===== src/rtl/mem_pkg.sv =====
// Shared definitions for the MEM-stage load/store front-end.
// Holds the request size encodings, the FSM state type and the byte-lane
// helpers used by mem_access_unit and mem_lane_align.
package mem_pkg;

  localparam logic [1:0] SZ_BYTE = 2'b00;
  localparam logic [1:0] SZ_HALF = 2'b01;
  localparam logic [1:0] SZ_WORD = 2'b11;

  localparam int LANE_W = 8;
  localparam int LANES  = 4;

  typedef enum logic [1:0] {
    IDLE  = 2'd0,
    READ  = 2'd1,
    WRITE = 2'd2,
    RESP  = 2'd3
  } state_e;

  // Bit position of the least significant bit of the addressed lane(s).
  // Big-endian puts offset 0 in the top byte, so the lowest lane index of a
  // multi-byte access is found from its last byte, not its first.
  function automatic logic [4:0] lane_shift(input logic [1:0] off,
                                            input logic [1:0] size,
                                            input logic       be);
    logic [1:0] nb_m1;
    logic [1:0] lane;
    nb_m1 = (size == SZ_WORD) ? 2'd3 : (size == SZ_HALF) ? 2'd1 : 2'd0;
    lane  = be ? (2'd3 - off - nb_m1) : off;
    return {lane, 3'b000};
  endfunction

  // Illegal size, or address not aligned to the access size.
  function automatic logic access_err(input logic [1:0] size,
                                      input logic [1:0] off);
    return (size == 2'b10) ||
           ((size == SZ_HALF) && off[0]) ||
           ((size == SZ_WORD) && (off != 2'b00));
  endfunction

endpackage


===== src/rtl/mem_access_unit_if.sv =====
// Bus bundle for mem_access_unit: pipeline request/response handshake plus
// the word-only data_memory port.
//   slave  : the unit (consumes req_*, dm_rdata; drives the rest)
//   master : pipeline + data_memory side
interface mem_access_unit_if;
  logic        req_valid;
  logic        req_ready;
  logic        req_we;
  logic [1:0]  req_size;
  logic        req_signed;
  logic [31:0] req_addr;
  logic [31:0] req_wdata;
  logic        resp_valid;
  logic [31:0] resp_rdata;
  logic        resp_err;
  logic [31:0] dm_addr;
  logic [31:0] dm_wdata;
  logic        dm_re;
  logic        dm_we;
  logic [1:0]  dm_size;
  logic [31:0] dm_rdata;

  modport slave (
    input  req_valid, req_we, req_size, req_signed, req_addr, req_wdata, dm_rdata,
    output req_ready, resp_valid, resp_rdata, resp_err,
           dm_addr, dm_wdata, dm_re, dm_we, dm_size
  );

  modport master (
    output req_valid, req_we, req_size, req_signed, req_addr, req_wdata, dm_rdata,
    input  req_ready, resp_valid, resp_rdata, resp_err,
           dm_addr, dm_wdata, dm_re, dm_we, dm_size
  );
endinterface


===== src/rtl/mem_lane_align.sv =====
// Combinational byte-lane steering.
//   rd_word/off/size/sgn -> load_data : extracted lane, sign/zero extended
//   rd_word/new_data     -> store_word: rd_word with addressed lane(s) replaced
// Word size passes straight through / replaces the whole word.
module mem_lane_align
  import mem_pkg::*;
#(
  parameter bit BIG_ENDIAN = 1'b1
) (
  input  logic [31:0] rd_word,
  input  logic [1:0]  off,
  input  logic [1:0]  size,
  input  logic        sgn,
  input  logic [31:0] new_data,
  output logic [31:0] load_data,
  output logic [31:0] store_word
);

  logic [4:0]  sh;
  logic [31:0] shifted;
  logic [31:0] mask;

  always_comb begin
    sh      = lane_shift(off, size, BIG_ENDIAN);
    shifted = rd_word >> sh;
    case (size)
      SZ_BYTE: begin
        mask      = 32'h0000_00FF;
        load_data = {{24{sgn & shifted[7]}}, shifted[7:0]};
      end
      SZ_HALF: begin
        mask      = 32'h0000_FFFF;
        load_data = {{16{sgn & shifted[15]}}, shifted[15:0]};
      end
      default: begin
        mask      = 32'hFFFF_FFFF;
        load_data = rd_word;
      end
    endcase
    store_word = (rd_word & ~(mask << sh)) | ((new_data & mask) << sh);
  end

endmodule


===== src/rtl/mem_access_unit.sv =====
// Load/store front-end upstream of data_memory.
// Accepts byte/half/word requests, issues word-only reads/writes, performs
// read-modify-write for sub-word stores and flags misaligned/illegal sizes.
// Ports: clock, reset (async active-low), bus (mem_access_unit_if.slave:
// req_* handshake in, resp_* completion pulse out, dm_* to data_memory).
// All bus outputs decode from registered state only.
module mem_access_unit
  import mem_pkg::*;
#(
  parameter bit BIG_ENDIAN     = 1'b1,
  parameter bit WORD_STORE_RMW = 1'b0
) (
  input  logic               clock,
  input  logic               reset,
  mem_access_unit_if.slave   bus
);

  state_e      state, state_nxt;
  logic [31:0] addr_q, wdata_q, data_q;
  logic [1:0]  size_q;
  logic        signed_q, we_q, err_q;
  logic        hs, req_err;
  logic [31:0] load_data, store_word;

  assign hs      = bus.req_valid && (state == IDLE);
  assign req_err = access_err(bus.req_size, bus.req_addr[1:0]);

  // State register
  always_ff @(posedge clock or negedge reset) begin
    if (!reset) state <= IDLE;
    else        state <= state_nxt;
  end

  // Request latch and read-data capture
  always_ff @(posedge clock or negedge reset) begin
    if (!reset) begin
      addr_q   <= '0;
      wdata_q  <= '0;
      data_q   <= '0;
      size_q   <= SZ_BYTE;
      signed_q <= 1'b0;
      we_q     <= 1'b0;
      err_q    <= 1'b0;
    end else begin
      if (hs) begin
        addr_q   <= bus.req_addr;
        wdata_q  <= bus.req_wdata;
        size_q   <= bus.req_size;
        signed_q <= bus.req_signed;
        we_q     <= bus.req_we;
        err_q    <= req_err;
      end
      if (state == READ) data_q <= bus.dm_rdata;
    end
  end

  // Next state
  always_comb begin
    state_nxt = state;
    case (state)
      IDLE: begin
        if (hs) begin
          if (req_err)                                   state_nxt = RESP;
          else if (!bus.req_we)                          state_nxt = READ;
          else if (bus.req_size == SZ_WORD && !WORD_STORE_RMW) state_nxt = WRITE;
          else                                           state_nxt = READ;
        end
      end
      READ:    state_nxt = we_q ? WRITE : RESP;
      WRITE:   state_nxt = RESP;
      default: state_nxt = IDLE;
    endcase
  end

  mem_lane_align #(.BIG_ENDIAN(BIG_ENDIAN)) u_align (
    .rd_word    (data_q),
    .off        (addr_q[1:0]),
    .size       (size_q),
    .sgn        (signed_q),
    .new_data   (wdata_q),
    .load_data  (load_data),
    .store_word (store_word)
  );

  // Outputs
  always_comb begin
    bus.req_ready  = 1'b0;
    bus.resp_valid = 1'b0;
    bus.resp_rdata = '0;
    bus.resp_err   = 1'b0;
    bus.dm_addr    = '0;
    bus.dm_wdata   = '0;
    bus.dm_re      = 1'b0;
    bus.dm_we      = 1'b0;
    bus.dm_size    = SZ_WORD;
    case (state)
      IDLE: bus.req_ready = 1'b1;
      READ: begin
        bus.dm_re   = 1'b1;
        bus.dm_addr = {addr_q[31:2], 2'b00};
      end
      WRITE: begin
        // Full-word stores without RMW merge against a stale data_q, but the
        // all-ones mask makes the result equal to wdata_q anyway.
        bus.dm_we    = 1'b1;
        bus.dm_addr  = {addr_q[31:2], 2'b00};
        bus.dm_wdata = store_word;
      end
      default: begin
        bus.resp_valid = 1'b1;
        bus.resp_err   = err_q;
        if (!we_q && !err_q) bus.resp_rdata = load_data;
      end
    endcase
  end

endmodule


===== src/flat_wrapper.sv =====
// flat-port wrapper written by rule: the top's interface ports become plain ports
module mem_access_unit_flat import mem_pkg::*;
#(
  parameter bit BIG_ENDIAN     = 1'b1,
  parameter bit WORD_STORE_RMW = 1'b0
)
  (clock, reset, bus_req_valid, bus_req_we, bus_req_size, bus_req_signed, bus_req_addr, bus_req_wdata, bus_dm_rdata, bus_req_ready, bus_resp_valid, bus_resp_rdata, bus_resp_err, bus_dm_addr, bus_dm_wdata, bus_dm_re, bus_dm_we, bus_dm_size);
  mem_access_unit_if bus_i ();
  input  logic clock;
  input  logic reset;
  input wire logic [$bits(bus_i.req_valid)-1:0] bus_req_valid;
  input wire logic [$bits(bus_i.req_we)-1:0] bus_req_we;
  input wire logic [$bits(bus_i.req_size)-1:0] bus_req_size;
  input wire logic [$bits(bus_i.req_signed)-1:0] bus_req_signed;
  input wire logic [$bits(bus_i.req_addr)-1:0] bus_req_addr;
  input wire logic [$bits(bus_i.req_wdata)-1:0] bus_req_wdata;
  input wire logic [$bits(bus_i.dm_rdata)-1:0] bus_dm_rdata;
  output wire logic [$bits(bus_i.req_ready)-1:0] bus_req_ready;
  output wire logic [$bits(bus_i.resp_valid)-1:0] bus_resp_valid;
  output wire logic [$bits(bus_i.resp_rdata)-1:0] bus_resp_rdata;
  output wire logic [$bits(bus_i.resp_err)-1:0] bus_resp_err;
  output wire logic [$bits(bus_i.dm_addr)-1:0] bus_dm_addr;
  output wire logic [$bits(bus_i.dm_wdata)-1:0] bus_dm_wdata;
  output wire logic [$bits(bus_i.dm_re)-1:0] bus_dm_re;
  output wire logic [$bits(bus_i.dm_we)-1:0] bus_dm_we;
  output wire logic [$bits(bus_i.dm_size)-1:0] bus_dm_size;
  assign bus_i.req_valid = bus_req_valid;
  assign bus_i.req_we = bus_req_we;
  assign bus_i.req_size = bus_req_size;
  assign bus_i.req_signed = bus_req_signed;
  assign bus_i.req_addr = bus_req_addr;
  assign bus_i.req_wdata = bus_req_wdata;
  assign bus_i.dm_rdata = bus_dm_rdata;
  assign bus_req_ready = bus_i.req_ready;
  assign bus_resp_valid = bus_i.resp_valid;
  assign bus_resp_rdata = bus_i.resp_rdata;
  assign bus_resp_err = bus_i.resp_err;
  assign bus_dm_addr = bus_i.dm_addr;
  assign bus_dm_wdata = bus_i.dm_wdata;
  assign bus_dm_re = bus_i.dm_re;
  assign bus_dm_we = bus_i.dm_we;
  assign bus_dm_size = bus_i.dm_size;
  mem_access_unit #(.BIG_ENDIAN(BIG_ENDIAN), .WORD_STORE_RMW(WORD_STORE_RMW)) u_core (.clock(clock), .reset(reset), .bus(bus_i));
endmodule

===== config.mk =====
export PLATFORM = sky130hd
export DESIGN_NAME = mem_access_unit_flat
export DESIGN_NICKNAME = d
export VERILOG_FILES = /design/src/rtl/mem_pkg.sv /design/src/rtl/mem_access_unit_if.sv /design/src/rtl/mem_lane_align.sv /design/src/rtl/mem_access_unit.sv /design/src/flat_wrapper.sv
export SDC_FILE = /design/constraint.sdc
export NUM_CORES = 1
export LEC_CHECK = 0
export BUFFER_PORTS_ARGS = -buffer_cell sky130_fd_sc_hd__buf_4
export CELL_PAD_IN_SITES_DETAIL_PLACEMENT = 1
export CELL_PAD_IN_SITES_GLOBAL_PLACEMENT = 1
export CORE_MARGIN = 3
export CORE_UTILIZATION = 38
export DETAILED_ROUTE_END_ITERATION = 8
export HOLD_SLACK_MARGIN = 0.03
export PLACE_DENSITY = 0.86
export SKIP_LAST_GASP = 1
export SYNTH_ARGS = -nofsm -noshare
export SYNTH_HDL_FRONTEND = slang
export SYNTH_SLANG_ARGS = --single-unit

===== constraint.sdc =====
create_clock -name clock -period 3.2 [get_ports clock]
set_input_delay 0.48 -clock clock [delete_from_list [all_inputs] [get_ports clock]]
set_output_delay 0.48 -clock clock [all_outputs]
set_load 0.05 [all_outputs]

# Word level (Yosys, flattened, before mapping)
# Index checks and enable logic that the tools add are counted.
# W data, S select, Z words.
totals:
  register_bits: 103
  in_bits: 103
  output_inout_bits: 103
op_classes:
  n_addsub: 2
  eq_ne: 8
  shifts: 3
  n_mux: 19
  bitwise: 6
  reduce_logical: 13
ops:
  columns: ["cell", "n"]
  rows:
  - ["$mux W32", 4]
  - ["$pmux W32 S2", 2]
  - ["$and A32 B32 Y32", 2]
  - ["$shl A32 B5 Y32", 2]
  - ["$not A32 Y32", 1]
  - ["$or A32 B32 Y32", 1]
  - ["$shr A32 B5 Y16", 1]
  - ["$mux W2", 5]
  - ["$eq A2 B2 Y1 const B", 4]
  - ["$mux W1", 7]
  - ["$eq A2 B1 Y1 const B", 3]
  - ["$pmux W2 S3", 1]
  - ["$logic_and A1 B1 Y1", 4]
  - ["$logic_not A2 Y1", 2]
  - ["$reduce_or A3 Y1", 1]
  - ["$and A1 B1 Y1", 2]
  - ["$logic_not A1 Y1", 2]
  - ["$logic_or A1 B1 Y1", 2]
  - ["$ne A2 B1 Y1 const B", 1]
  - ["$reduce_bool A2 Y1", 1]
  - ["$reduce_or A2 Y1", 1]
  - ["$sub A2 B2 Y2", 1]
  - ["$sub A2 B2 Y2 const A", 1]

# Depth between registers and ports, before layout
logic_depth:
  depth_word: 9
  mapped_depth: 10
  depth_no_buf: 6

# By module
# Synthesis repeated with hierarchy kept, for this count alone.
hier_totals:
  cells_unflattened: 656
  hier_area_um2: 6667.6
by_module_without_submodules:
  columns: ["mod", "instances", "cells_per_inst", "area_per_inst_um2"]
  rows:
  - ["mem_access_unit", 1, 351, 4713.3]
  - ["mem_lane_align", 1, 305, 1954.4]

# Worst setup path after synthesis
# No wires, ideal clock.
synth_timing:
  path_type: "register to output"
  start: "register u_core.size_q[0]"
  end: "output port bus_resp_rdata[10]"
  arrival_ps: 3100
  t_required_ps: 2720
  slack_ps: -380
  path_stages_with_launch: 9
  n_path_buf: 5
  cell_sequence: "dfrtp_1 > clkbuf_1 > clkbuf_1 > ha_1 > clkbuf_1 > buf_1 > clkbuf_1 > a21oi_1 > o32ai_1"
synth_via:
  elab_chain_cells: 9
  word_cells_on_any_way: 11
  cone_classes: "1 x add/sub; 2 x eq/ne; 1 x shift; 5 x mux; 1 x bitwise; 1 x reduce/logical"
synth_rtl:
  columns: ["element", "line", "rtl"]
  rows:
  - ["start, declared", "mem_access_unit.sv:20", "logic [1:0] size_q;"]
  - ["start signal, assigned", "mem_access_unit.sv:48", "size_q <= bus.req_size;"]
  - ["$eq A2 B1 Y1", "mem_pkg.sv:28, mem_lane_align.sv:26", null]
  - ["$mux W1", "mem_pkg.sv:28", "nb_m1 = (size == SZ_WORD) ? 2'd3 : (size == SZ_HALF) ? 2'd1 : 2'd0;"]
  - ["$mux W2", "mem_pkg.sv:28", null]
  - ["$sub A2 B2 Y2", "mem_pkg.sv:29", "lane = be ? (2'd3 - off - nb_m1) : off;"]
  - ["$shr A32 B5 Y16", "mem_lane_align.sv:25", "shifted = rd_word >> sh;"]
  - ["$and A1 B1 Y1", "mem_lane_align.sv:29", "load_data = {{24{sgn & shifted[7]}}, shifted[7:0]};"]
  - ["$pmux W32 S2 *", "mem_lane_align.sv:26", "case (size)"]
  - ["$mux W32 *", "mem_access_unit.sv:112", "if (!we_q && !err_q) bus.resp_rdata = load_data;"]
  - ["$mux W32 *", "mem_access_unit.sv:96", "case (state)"]
  - ["end, declared", "flat_wrapper.sv:20", "output wire logic [$bits(bus_i.resp_rdata)-1:0] bus_resp_rdata;"]
# Every way passes the cells marked *; elsewhere a longest branch is shown, timed or not.

# Worst setup path after layout
layout_timing:
  start: "register u_core.addr_q[0]"
  end: "output port bus_resp_rdata[16]"
layout_via:
  elab_chain_cells: 7
  word_cells_on_any_way: 8
  cone_classes: "2 x add/sub; 1 x shift; 3 x mux; 2 x bitwise"
layout_rtl:
  columns: ["element", "line", "rtl"]
  rows:
  - ["start, declared", "mem_access_unit.sv:19", "logic [31:0] addr_q, wdata_q, data_q;"]
  - ["start signal, assigned", "mem_access_unit.sv:46", "addr_q <= bus.req_addr;"]
  - ["$sub A2 B2 Y2 * (2 in series)", "mem_pkg.sv:29", null]
  - ["$shr A32 B5 Y16 *", "mem_lane_align.sv:25", null]
  - ["$and A1 B1 Y1, on equally long branches", "mem_lane_align.sv:33, mem_lane_align.sv:29", null]
  - ["$pmux W32 S2 *", "mem_lane_align.sv:26", null]
  - ["$mux W32 *", "mem_access_unit.sv:112", null]
  - ["$mux W32 *", "mem_access_unit.sv:96", null]
# Marks and branches as above.

==> run_summary.xml <==
<?xml version="1.0" encoding="UTF-8"?>
<metrics>
  <group name="placement">
    <metric name="dp.final_hpwl" unit="mm">16.4</metric>
    <metric name="place.port_buffers" unit="">201</metric>
    <metric name="pre_cts_slack" unit="ns">0.417</metric>
    <metric name="place.gp.congestion" unit="">0.927</metric>
  </group>
  <group name="worst_setup_path">
    <metric name="worst-endpoint-required" unit="ns">2.72</metric>
    <metric name="critical_path.endpoint_type" unit="">output pin</metric>
    <metric name="worst_path_most_repeated_cell" unit="">buf_4</metric>
    <metric name="critPathBufInv" unit="">3</metric>
    <metric name="crit_chain" unit="">ha_4 &gt; xnor2_2 &gt; buf_4 &gt; mux2_2 &gt; a21oi_2 &gt; buf_4 &gt; nor3_1 &gt; buf_4</metric>
    <metric name="path_max_fanout" unit="">15</metric>
    <metric name="cp.arrival" unit="ns">2.65</metric>
    <metric name="critPathMaxStageDelay" unit="ns">0.42</metric>
    <metric name="slowest_stage" unit="">dfrtp_1</metric>
    <metric name="cp-start-kind" unit="">flop</metric>
    <metric name="cpLargestDelayFamily" unit="">buffers and inverters</metric>
    <metric name="worst-setup-path-type" unit="">flop to output pin</metric>
  </group>
  <group name="final_layout">
    <metric name="nNetsFinal" unit="">876</metric>
    <metric name="filler_cell_count" unit="">1712</metric>
    <metric name="multiInputGateArea" unit="mm2">0.00325</metric>
    <metric name="mostFrequentLayoutCells" unit="">buf_4, mux2_2, dfrtp_1</metric>
    <metric name="flow.area_growth_from_synthesis" unit="%">35.6</metric>
    <metric name="diodes" unit="">0</metric>
    <metric name="post_route_cells_drive_above_1_share" unit="%">48.5</metric>
    <metric name="layout_commonest_cell" unit="">buf_4</metric>
    <metric name="seqCellArea" unit="mm2">0.00258</metric>
  </group>
  <group name="clock_network">
    <metric name="cts_made_buffers" unit="">9</metric>
    <metric name="cts_root_buffer" unit="">clkbuf_16</metric>
    <metric name="clock-sinks" unit="">103</metric>
    <metric name="clkTransAtPathRegs" unit="ns">0.07</metric>
    <metric name="ctsHtreeMaxLevel" unit="">3</metric>
    <metric name="cts_tree" unit="">built</metric>
    <metric name="clock_network_latency_to_the_later_pin_of_the_worst_skew_pair" unit="ns">0.35</metric>
    <metric name="number_of_buffers_between_clock_root_and_the_deepest_sink" unit="">2</metric>
  </group>
  <group name="logic_synthesis">
    <metric name="avgSynthCellArea" unit="um2">10.4</metric>
    <metric name="synth_enable_flop_cells" unit="">0</metric>
    <metric name="synth_cell_types" unit="">45</metric>
    <metric name="yosysWarnings" unit="">0</metric>
    <metric name="async_flop_share" unit="%">100</metric>
    <metric name="ys_ff_latch" unit="">103</metric>
    <metric name="postSynth.topFlopCell" unit="">dfrtp_1</metric>
    <metric name="synthesis.area" unit="mm2">0.00602</metric>
    <metric name="netlist_instances" unit="">580</metric>
    <metric name="ys_seq_area_share" unit="%">42.8</metric>
  </group>
  <group name="timing">
    <metric name="final_setup_vio_count" unit="">0</metric>
    <metric name="final-hold-violation-count" unit="">0</metric>
    <metric name="max_clock_freq" unit="MHz">319</metric>
    <metric name="final_critical_path_setup_slack" unit="ns">0.0689</metric>
    <metric name="finalCriticalPeriod" unit="ns">3.13</metric>
    <metric name="worst_pin_slew" unit="ns">1.04</metric>
    <metric name="worst_clock_skew" unit="ns">0.00429</metric>
    <metric name="fin_crit_sh" unit="%">97.8</metric>
    <metric name="final_max_slew_viol_count" unit="">0</metric>
    <metric name="relSlewSlack" unit="%">31.0</metric>
  </group>
  <group name="global_route">
    <metric name="gr-total-overflow" unit="">0</metric>
    <metric name="antenna_found_initial" unit="">0</metric>
    <metric name="pin_count_of_the_biggest_net_entering_global_routing" unit="">82</metric>
    <metric name="via_count_of_the_first_global_routing_pass" unit="">5820</metric>
    <metric name="grt_first_pass_wirelength" unit="mm">33.1</metric>
    <metric name="track_usage" unit="%">24.0</metric>
  </group>
  <group name="route">
    <metric name="first_pass_iters" unit="">5</metric>
    <metric name="postRouteWirelength" unit="mm">21.4</metric>
    <metric name="dr_total_vias" unit="">5530</metric>
    <metric name="drcViolationCount" unit="">0</metric>
    <metric name="ant_nets" unit="">0</metric>
    <metric name="routedWlPerCell" unit="um">21.8</metric>
    <metric name="avgViaCountPerCell" unit="">5.62</metric>
    <metric name="dr.first_iter.drc_count" unit="">282</metric>
  </group>
  <group name="floorplan">
    <metric name="core.rowCount" unit="">45</metric>
    <metric name="design.portCount" unit="">206</metric>
    <metric name="die-height" unit="um">132</metric>
    <metric name="floorplan.die_area" unit="mm2">0.0174</metric>
    <metric name="core_area" unit="mm2">0.0154</metric>
    <metric name="start_util" unit="%">39.2</metric>
    <metric name="die_width" unit="um">132</metric>
  </group>
  <group name="status">
    <metric name="status" unit="">finished, final reports clean</metric>
  </group>
  <group name="job">
    <metric name="maxCapViolations" unit="">0</metric>
  </group>
  <group name="worst_hold_path">
    <metric name="hp-class" unit="">input pin to async pin</metric>
  </group>
</metrics>
## routing by layer
metal	part of all wire (%)	global-route usage [%]
met5	0	0
met4	2.5	8.46
met2	50	41.3
met1	41	29.7
met3	7.0	5.27
## path summary, 6_finish.rpt
check	startpoint	endpoint	slack, ns	cells past startpoint
max in group asynchronous	reset	u_core.addr_q[24]	2.10	2
min in group clock	bus_dm_rdata[12]	u_core.data_q[12]	0.35	2
worst max register to register	u_core.state[0]	u_core.wdata_q[21]	1.03	5
worst min-delay path	reset	u_core.addr_q[7]	0.30	1
worst max-delay path	u_core.addr_q[0]	bus_resp_rdata[16]	0.07	8
worst min register to register	u_core.wdata_q[26]	u_core.wdata_q[26]	0.51	1
## logic make-up after synthesis
logic type	count (synthesis)	synth area share, %
multiplexers	119	22.2
buffers and inverters	64	4.36
AND/OR/NAND/NOR	139	12.3
XOR/XNOR	5	1.10
adder cells (fa/ha/maj)	5	1.04
other	2	0.125
flip-flops	103	42.8
AO/OA/AOI/OAI	143	16.0
## cell type report
| cell class | instances | area share [%] |
|---|---|---|
| Clock inverter | 6 | 0.935 |
| Clock buffer | 10 | 2.93 |
| Inverter | 16 | 0.736 |
| Tap cell | 211 | 3.23 |
| Sequential cell | 103 | 31.6 |
| Multi-Input combinational cell | 415 | 39.8 |
| Timing Repair Buffer | 223 | 20.8 |
## sequential cells by signal (all words and copies together), names as in the netlist
signal,count
u_core.size_q,2
u_core.state,2
u_core.data_q,32
u_core.err_q,1
u_core.wdata_q,32
u_core.signed_q,1
u_core.we_q,1
u_core.addr_q,32
## synth_stat cells, types with 8 or more instances
| cell | count | area share, % |
|---|---|---|
| a21oi_1 | 43 | 3.6 |
| a2bb2oi_1 | 17 | 2.5 |
| a32oi_1 | 9 | 1.3 |
| and2_1 | 32 | 3.3 |
| buf_1 | 8 | 0.50 |
| clkbuf_1 | 32 | 2.0 |
| dfrtp_1 | 103 | 43 |
| inv_1 | 15 | 0.93 |
| mux2_2 | 109 | 20 |
| mux2i_1 | 9 | 1.5 |
| nand2_1 | 40 | 2.5 |
| nand3_1 | 24 | 2.0 |
| nor2_1 | 13 | 0.81 |
| nor3_1 | 8 | 0.66 |
| nor3_2 | 10 | 1.7 |
| o211ai_1 | 8 | 1.0 |
| o21ai_0 | 30 | 2.5 |
| o22ai_1 | 10 | 1.0 |
## through the flow
step | hold WS [ns] | TNS [ns] | area, um2 | util, % | cells
finish | 0.300 | 0 | 8170 | 53.1 | 984
global placement | 0.480 | 0 | 7810 | 50.8 | 968
CTS | 0.338 | 0 | 8130 | 52.9 | 984
floorplan | 0.184 | -1.44 | 6050 | - | 582
detailed placement | 0.489 | 0 | 7810 | 50.8 | 968
global route | 0.343 | -0.0384 | 8170 | 53.1 | 984
## worst reg2reg max path: cells and delay by family (launching register included)
kind	cells	cell delay (ns)
adder cells (fa/ha/maj)	1	0.26
buffers and inverters	2	0.43
flip-flops	1	0.40
multiplexers	1	0.38
AND/OR/NAND/NOR	1	0.58
## repair_timing
item / 4_1_cts / 5_1_grt
resized for setup: 0 / 7
endpoints found under the hold margin: 0 / 0
hold buffers: 0 / 0
endpoints found under the setup margin: 0 / 50
buffers inserted: 0 / 0
Power is left out: the tool's default activity adds up to more than one toggle a clock period on the data nets, which glitch-free logic cannot reach.
